## config.mk

```make
export PLATFORM = sky130hd
export DESIGN_NAME = register_32_4_unloader_flat
export DESIGN_NICKNAME = d
export VERILOG_FILES = /design/src/rtl/register_32_4_unloader_pkg.sv /design/src/rtl/register_32_4_unloader_if.sv /design/src/rtl/register_32_4_unloader_word_select_4.sv /design/src/rtl/register_32_4_unloader.sv /design/src/flat_wrapper.sv
export SDC_FILE = /design/constraint.sdc
export NUM_CORES = 1
export LEC_CHECK = 0
export ABC_AREA = 1
export CORE_MARGIN = 2
export CORE_UTILIZATION = 50
export CTS_BUF_LIST = sky130_fd_sc_hd__clkbuf_8
export CTS_CLUSTER_SIZE = 30
export DETAILED_ROUTE_END_ITERATION = 8
export PLACE_DENSITY = 0.81
export SLEW_MARGIN = 20
export SYNTH_ARGS = -nofsm -noshare
export SYNTH_HDL_FRONTEND = slang
export SYNTH_HIERARCHICAL = 1
export SYNTH_SLANG_ARGS = --single-unit
```

## constraint.sdc

```tcl
create_clock -name clock -period 6.43 [get_ports clock]
set_input_delay 1.286 -clock clock [delete_from_list [all_inputs] [get_ports clock]]
set_output_delay 1.286 -clock clock [all_outputs]
set_load 0.05 [all_outputs]
```

## src/rtl/register_32_4_unloader_pkg.sv

```systemverilog
// Shared encodings and sizes for the 4-word parallel-in / serial-out unloader.
package register_32_4_unloader_pkg;

    typedef enum logic {
        IDLE = 1'b0,
        SEND = 1'b1
    } state_t;

    localparam int          WORD_WIDTH = 32;
    localparam logic [1:0]  LAST_IDX   = 2'd3;

endpackage : register_32_4_unloader_pkg

```

## src/rtl/register_32_4_unloader_if.sv

```systemverilog
// Frame-in / word-out stream bundle; slave is the unloader side, master the producer/consumer side.
interface register_32_4_unloader_if
    import register_32_4_unloader_pkg::*;
#(
    parameter int WIDTH = WORD_WIDTH
);
    logic             in_valid;
    logic             in_ready;
    logic [WIDTH-1:0] in_1;
    logic [WIDTH-1:0] in_2;
    logic [WIDTH-1:0] in_3;
    logic [WIDTH-1:0] in_4;
    logic [WIDTH-1:0] out_data;
    logic             out_valid;
    logic             out_ready;
    logic [1:0]       out_index;
    logic             out_last;
    logic             busy;

    modport master (
        output in_valid, in_1, in_2, in_3, in_4, out_ready,
        input  in_ready, out_data, out_valid, out_index, out_last, busy
    );

    modport slave (
        input  in_valid, in_1, in_2, in_3, in_4, out_ready,
        output in_ready, out_data, out_valid, out_index, out_last, busy
    );

endinterface : register_32_4_unloader_if

```

## src/rtl/register_32_4_unloader_word_select_4.sv

```systemverilog
// 4:1 word multiplexer; output is forced to zero whenever no word is being offered.
module register_32_4_unloader_word_select_4
    import register_32_4_unloader_pkg::*;
#(
    parameter int WIDTH = WORD_WIDTH
) (
    input  logic [WIDTH-1:0] word_0,
    input  logic [WIDTH-1:0] word_1,
    input  logic [WIDTH-1:0] word_2,
    input  logic [WIDTH-1:0] word_3,
    input  logic [1:0]       index,
    input  logic             valid,
    output logic [WIDTH-1:0] data
);

    always_comb begin
        data = '0;
        if (valid) begin
            case (index)
                2'd0:    data = word_0;
                2'd1:    data = word_1;
                2'd2:    data = word_2;
                default: data = word_3;
            endcase
        end
    end

endmodule : register_32_4_unloader_word_select_4

```

## src/rtl/register_32_4_unloader.sv

```systemverilog
// Accepts a 4-word frame in one handshake, then streams the words out in index order.
module register_32_4_unloader
    import register_32_4_unloader_pkg::*;
#(
    parameter int WIDTH = WORD_WIDTH
) (
    input  logic                     clock,
    input  logic                     reset,
    register_32_4_unloader_if.slave  bus
);

    state_t           state;
    logic             in_ready_q;
    logic             out_valid_q;
    logic             busy_q;
    logic             last_q;
    logic [1:0]       index_q;
    logic [WIDTH-1:0] word_0;
    logic [WIDTH-1:0] word_1;
    logic [WIDTH-1:0] word_2;
    logic [WIDTH-1:0] word_3;
    logic [WIDTH-1:0] out_data;
    logic             accept;

    // in_ready_q is only ever high in IDLE, so it doubles as the state qualifier.
    assign accept = bus.in_valid & in_ready_q;

    always_ff @(posedge clock or posedge reset) begin
        if (reset) begin
            state       <= IDLE;
            in_ready_q  <= 1'b0;
            out_valid_q <= 1'b0;
            busy_q      <= 1'b0;
            last_q      <= 1'b0;
            index_q     <= 2'd0;
        end else begin
            case (state)
                IDLE: begin
                    in_ready_q <= 1'b1;
                    if (accept) begin
                        state       <= SEND;
                        in_ready_q  <= 1'b0;
                        out_valid_q <= 1'b1;
                        busy_q      <= 1'b1;
                        index_q     <= 2'd0;
                        last_q      <= 1'b0;
                    end
                end
                SEND: begin
                    if (bus.out_ready) begin
                        if (index_q == LAST_IDX) begin
                            state       <= IDLE;
                            in_ready_q  <= 1'b1;
                            out_valid_q <= 1'b0;
                            busy_q      <= 1'b0;
                            index_q     <= 2'd0;
                            last_q      <= 1'b0;
                        end else begin
                            index_q <= index_q + 2'd1;
                            last_q  <= ((index_q + 2'd1) == LAST_IDX);
                        end
                    end
                end
                default: begin
                    state      <= IDLE;
                    in_ready_q <= 1'b0;
                end
            endcase
        end
    end

    // Frame words are captured only on the accept handshake and frozen for the whole frame.
    always_ff @(posedge clock or posedge reset) begin
        if (reset) begin
            word_0 <= '0;
            word_1 <= '0;
            word_2 <= '0;
            word_3 <= '0;
        end else if (accept) begin
            word_0 <= bus.in_1;
            word_1 <= bus.in_2;
            word_2 <= bus.in_3;
            word_3 <= bus.in_4;
        end
    end

    register_32_4_unloader_word_select_4 #(
        .WIDTH (WIDTH)
    ) u_word_select_4 (
        .word_0 (word_0),
        .word_1 (word_1),
        .word_2 (word_2),
        .word_3 (word_3),
        .index  (index_q),
        .valid  (out_valid_q),
        .data   (out_data)
    );

    assign bus.in_ready  = in_ready_q;
    assign bus.out_valid = out_valid_q;
    assign bus.busy      = busy_q;
    assign bus.out_index = index_q;
    assign bus.out_last  = last_q;
    assign bus.out_data  = out_data;

endmodule : register_32_4_unloader

```

## src/flat_wrapper.sv

```systemverilog
// flat-port wrapper written by rule: the top's interface ports become plain ports
module register_32_4_unloader_flat import register_32_4_unloader_pkg::*;
#(
    parameter int WIDTH = WORD_WIDTH
)
  (clock, reset, bus_in_valid, bus_in_1, bus_in_2, bus_in_3, bus_in_4, bus_out_ready, bus_in_ready, bus_out_data, bus_out_valid, bus_out_index, bus_out_last, bus_busy);
  register_32_4_unloader_if #(.WIDTH(WIDTH)) bus_i ();
  input  logic clock;
  input  logic reset;
  input wire logic [$bits(bus_i.in_valid)-1:0] bus_in_valid;
  input wire logic [$bits(bus_i.in_1)-1:0] bus_in_1;
  input wire logic [$bits(bus_i.in_2)-1:0] bus_in_2;
  input wire logic [$bits(bus_i.in_3)-1:0] bus_in_3;
  input wire logic [$bits(bus_i.in_4)-1:0] bus_in_4;
  input wire logic [$bits(bus_i.out_ready)-1:0] bus_out_ready;
  output wire logic [$bits(bus_i.in_ready)-1:0] bus_in_ready;
  output wire logic [$bits(bus_i.out_data)-1:0] bus_out_data;
  output wire logic [$bits(bus_i.out_valid)-1:0] bus_out_valid;
  output wire logic [$bits(bus_i.out_index)-1:0] bus_out_index;
  output wire logic [$bits(bus_i.out_last)-1:0] bus_out_last;
  output wire logic [$bits(bus_i.busy)-1:0] bus_busy;
  assign bus_i.in_valid = bus_in_valid;
  assign bus_i.in_1 = bus_in_1;
  assign bus_i.in_2 = bus_in_2;
  assign bus_i.in_3 = bus_in_3;
  assign bus_i.in_4 = bus_in_4;
  assign bus_i.out_ready = bus_out_ready;
  assign bus_in_ready = bus_i.in_ready;
  assign bus_out_data = bus_i.out_data;
  assign bus_out_valid = bus_i.out_valid;
  assign bus_out_index = bus_i.out_index;
  assign bus_out_last = bus_i.out_last;
  assign bus_busy = bus_i.busy;
  register_32_4_unloader #(.WIDTH(WIDTH)) u_core (.clock(clock), .reset(reset), .bus(bus_i));
endmodule
```

**Yosys cells after proc, flatten, opt, wreduce, memory -nomap -nowiden**

Cells that the tools add are included.
Widths: inputs -> output; s select.

- Register bits after elaboration: 134
- Input bits: 132
- Output and inout bits: 38
- Logic and storage cells: 45

- $add $sub $neg: 1
- Equal/unequal tests: 7
- Muxes and demuxes: 22
- Bitwise logic cells: 2
- Reductions and logical operators: 4

Operators by type and width:

| cell | count |
|---|---|
| $pmux 32 s3 | 1 |
| $mux 32 | 1 |
| $mux 1 | 12 |
| $pmux 1 s2 | 4 |
| $eq 2x2->1 const B | 3 |
| $mux 2 | 3 |
| $ne 2x2->1 const B | 2 |
| $pmux 2 s2 | 1 |
| $reduce_and 2->1 | 2 |
| $reduce_and 3->1 | 1 |
| $add 2x1->2 const B | 1 |
| $eq 2x1->1 const B | 1 |
| $logic_not 2->1 | 1 |
| $ne 2x1->1 const B | 1 |
| $and 1x1->1 | 1 |
| $not 1->1 | 1 |

**Longest topological paths before layout**

- Depth after elaboration: 5
- Gate-level depth with buffers: 7
- Gate-level depth less buffers: 5

**Cells and area by module**

Netlist, hierarchy kept.

Modules (own cells, without submodules):

| module | instances | cells an instance | area an instance (µm²) | sequential area each (µm²) |
|---|---|---|---|---|
| register_32_4_unloader | 1 | 589 | 5371.4 | 3353.2 |
| register_32_4_unloader_word_select_4 | 1 | 284 | 1267.5 | 0.0 |

**Worst setup path after synthesis**

OpenSTA, ideal clock, no wires.

- Path type: flip-flop to output port
- From: register u_core.index_q[1], in the netlist u_core/bus.out_index[1]
- To: output bus_out_data[10]
- Arrival time: 1.608 ns
- Data required time: 5.144 ns
- Path slack: 3.536 ns
- Cell stages (with the launch flop): 7
- Path buffers: 2
- Cell sequence: dfrtp_1 -> buf_6 -> buf_2 -> nand3_1 -> nand3_1 -> nand2_1 -> inv_1

- Word-level cells in the longest chain between the ends: 3
- Elaborated cells on any way between the ends: 5
- Classes of those cells: eq/ne (2); mux (2); reduce/logical (1)

Ends and longest elaborated chain:

| what | line | RTL |
|---|---|---|
| from (decl) | register_32_4_unloader.sv:17 | `logic [1:0] index_q;` |
| from (signal assigned) | register_32_4_unloader.sv:59 | `index_q <= index_q + 2'd1;` |
| $eq 2x2->1, or another cell as far along | register_32_4_unloader_word_select_4.sv:19 | `case (index)` |
| $pmux 32 s3 * | register_32_4_unloader_word_select_4.sv:19 |  |
| $mux 32 * | register_32_4_unloader_word_select_4.sv:18 | `if (valid) begin` |
| to (decl) | flat_wrapper.sv:17 | `output wire logic [$bits(bus_i.out_data)-1:0] bus_out_data;` |

Mark *: on every way between the ends. The rest lies on a longest branch, timed or not.

**Worst setup path after layout**

- From: register u_core.index_q[1], in the netlist u_core/bus.out_index[1]
- To: output bus_out_data[14]

The elaborated chain is that of the path after synthesis.

==> results by group <==
STA
  • Final hold violation count: 0
  • Clk_skew: just over 0.007 ns
  • Final Slew Violations: 0
  • Pin slew with the least headroom to its limit: 1.06 ns
  • Setup ws final: about 2.1 ns
  • Final Critical Period: between 4 and 5 ns
  • Final setup viols: 0
  • Tcrit/Tclk final: 0.680
  • FMAX: between 200 and 250 MHz
  • Setup TNS Final: 0 ns
  • Relative slew slack: 0.294
  • RSZ-0062 raised after global routing: false
  • WHS: 0.469 ns

Worst setup path
  • CP max stage cell: clkdlybuf4s50_1
  • CP Cell Sequence: buf_4 > nor2_8 > nand2_1 > nand3_1 > nand2_1 > inv_1 > clkdlybuf4s50_1
  • Critical path's most frequent cell: nand2_1
  • Required time of the critical path: just over 5 ns
  • Worst-path fanout max: 42
  • Critical path class: reg -> out
  • CP Capture Type: output pin
  • Worst Path Arrival: 3.08 ns
  • CP Launch Type: flip-flop
  • Max incr delay on CP: 0.79 ns

Routing
  • First-pass iteration count of the detailed router: 5
  • Vias per Instance: about 5.3
  • DRC viols: 0
  • First DRT Iteration DRCs: 711
  • Post-detailed-routing wire length: 17900 um
  • Post-DR wirelength/cell: about 15 um
  • Post-route ant nets: 0
  • Via count: about 6300

Power
  • PwrDens: between 500 and 600 mW/mm2
  • Leakage: ~0.0045 uW
  • Peak supply drop: approximately 0.51 mV

Clock network
  • Worst-skew pair later-pin latency: roughly 0.44 ns
  • Post-CTS Resized: 0
  • Clock Path Buffers: 2
  • Hold_buf cts: 0
  • Worst-path clk slew: 0.07 ns
  • CTS Buf Count: 17
  • CTS sink count: around 130
  • Clk root buf: clkbuf_8
  • Number of setup buffers added after CTS: 0
  • CTS tree: built
  • H-tree Lvls: 4

Floorplan
  • Die Area: approximately 0.014 mm2
  • Initial Utilization: 0.507
  • Io pins: 170
  • Num rows: 42
  • Die height: roughly 120 um
  • Chip Width: 119 um
  • Core box area: 0.0131 mm2

Place
  • Placed Area: 0.00819 mm2
  • GPL Wtd Cong: 0.931
  • DP Wirelength: around 11000 um
  • Worst slack, placed: roughly 2.5 ns
  • Port bufs: roughly 170
  • Placed Instances: between 1000 and 1500

Synthesis
  • Count of cell types in the netlist: 15
  • Synthesized net count: ~1000
  • Synthesized area per cell: 7.60 um2
  • Seq/Total Area, Yosys: 0.505
  • Post-synthesis cell count: 873
  • Synth warn: 6
  • Post-synthesis instance area: ~0.0066 mm2
  • Yosys reg bits: 134

GRT
  • Global-route wire length before repair: between 20000 and 30000 um
  • Tot GR Track Use: 0.258
  • Largest net degree at the start of global routing: approximately 100
  • Antenna violations before repair: 1
  • Residual overflow from global routing: 0
  • Vias in the first global route: between 5000 and 6000

Finish
  • FILL cells: roughly 1100
  • Most frequent cells in the layout: nand2_1 (328), nand3_1 (197), clkdlybuf4s50_1 (168), dfrtp_1 (131), nor2_1 (65)
  • Finished Layout Cells: 1190
  • Fin nets: around 1100
  • Layout area overhead: 30.2%
  • Commonest non-fill, non-tap cell in the layout: nand2_1
  • N_diodes: 0
  • Layout cells sized above 1: 0.0454
  • Design area: 0.00864 mm2

Run status
  • Status: complete, no violations

Flow run
  • Max-cap violations: 0

Min path
  • Min-delay worst type: reg -> reg
[flip-flops by register name, indices dropped and copies added, names as in the netlist]
name                  count
u_core/word_0            32
u_core/word_1            32
u_core/word_2            32
u_core/word_3            32
u_core/bus.out_index      2
u_core/bus.busy           1
u_core/bus.in_ready       1
u_core/bus.out_last       1
u_core/state              1
[cell type report]
type | instances | area (um2) | area share
flip-flops and latches | 134 | 3360 | 0.389
clock inverters | 10 | 150 | 0.0174
multi-input cells | 630 | 2710 | 0.313
well taps | 176 | 220 | 0.0255
repair buffers | 176 | 1740 | 0.202
clock buffers | 22 | 303 | 0.0350
inverters | 42 | 163 | 0.0188
[worst paths after layout]
kind	cells after the start	slack, ns	startpoint	endpoint
min in group asynchronous	2	1.38	reset	u_core/word_3[8]$_DFFE_PP0P_
max reg2reg	4	4.09	u_core/bus.in_ready$_DFFE_PP0P_	u_core/word_2[9]$_DFFE_PP0P_
max in group asynchronous	3	3.93	reset	u_core/word_0[7]$_DFFE_PP0P_
max	7	2.06	u_core/bus.out_index[1]$_DFFE_PP0P_	bus_out_data[14]
min	2	0.47	u_core/word_1[19]$_DFFE_PP0P_	u_core/word_1[19]$_DFFE_PP0P_
min reg2reg	2	0.47	u_core/word_1[19]$_DFFE_PP0P_	u_core/word_1[19]$_DFFE_PP0P_
[per-layer routing]
| metal | global-route usage | wire length, um |
|---|---|---|
| met4 | 0.0885 | 341 |
| met5 | 0 | 13 |
| met1 | 0.339 | 7670 |
| met2 | 0.405 | 8450 |
| met3 | 0.0809 | 1400 |
[critical path: cells and delay by family, from the launching register on]
family	cells	cell delay, ns
simple gates	4	0.79
flops	1	0.68
buf+inv	3	1.19
[cells by family (layout without fill, tap and decap cells)]
| group | Yosys count | in the layout | synth area share |
|---|---|---|---|
| buffers and inverters | 109 | 250 | 0.0886 |
| AO/OA/AOI/OAI | 34 | 34 | 0.0256 |
| flip-flops | 134 | 134 | 0.505 |
| AND/OR/NAND/NOR | 594 | 594 | 0.377 |
| adder cells (fa/ha/maj) | 2 | 2 | 0.00377 |
[synth_stat cells]
cell type / n / area, um2
buf_6: 16 / 180
a21oi_1: 2 / 10.0
clkbuf_1: 8 / 30.0
or2_2: 1 / 6.26
nand2_1: 329 / 1230
nand2_4: 1 / 11.3
inv_1: 42 / 158
nor2_8: 1 / 20.0
dfrtp_1: 134 / 3350
nand3_1: 197 / 986
buf_4: 2 / 15.0
buf_2: 41 / 205
ha_1: 2 / 25.0
o21ai_0: 32 / 160
nor2_1: 65 / 244
[through the flow]
stage | utilization | power, uW
after floorplan | - | 3160
after global placement | 0.626 | 3740
after detailed placement | 0.626 | 3780
after CTS | 0.660 | 4590
after global routing | 0.660 | 4900
final | 0.660 | 4570
[power breakdown]
part           switching, uW  total [uW]  internal, uW  leakage (uW)
sequential               331        1590          1260       0.00163
combinational           1470        2200           732       0.00258
clock                    313         783           470      0.000237
(Power assumes the default switching activity.)
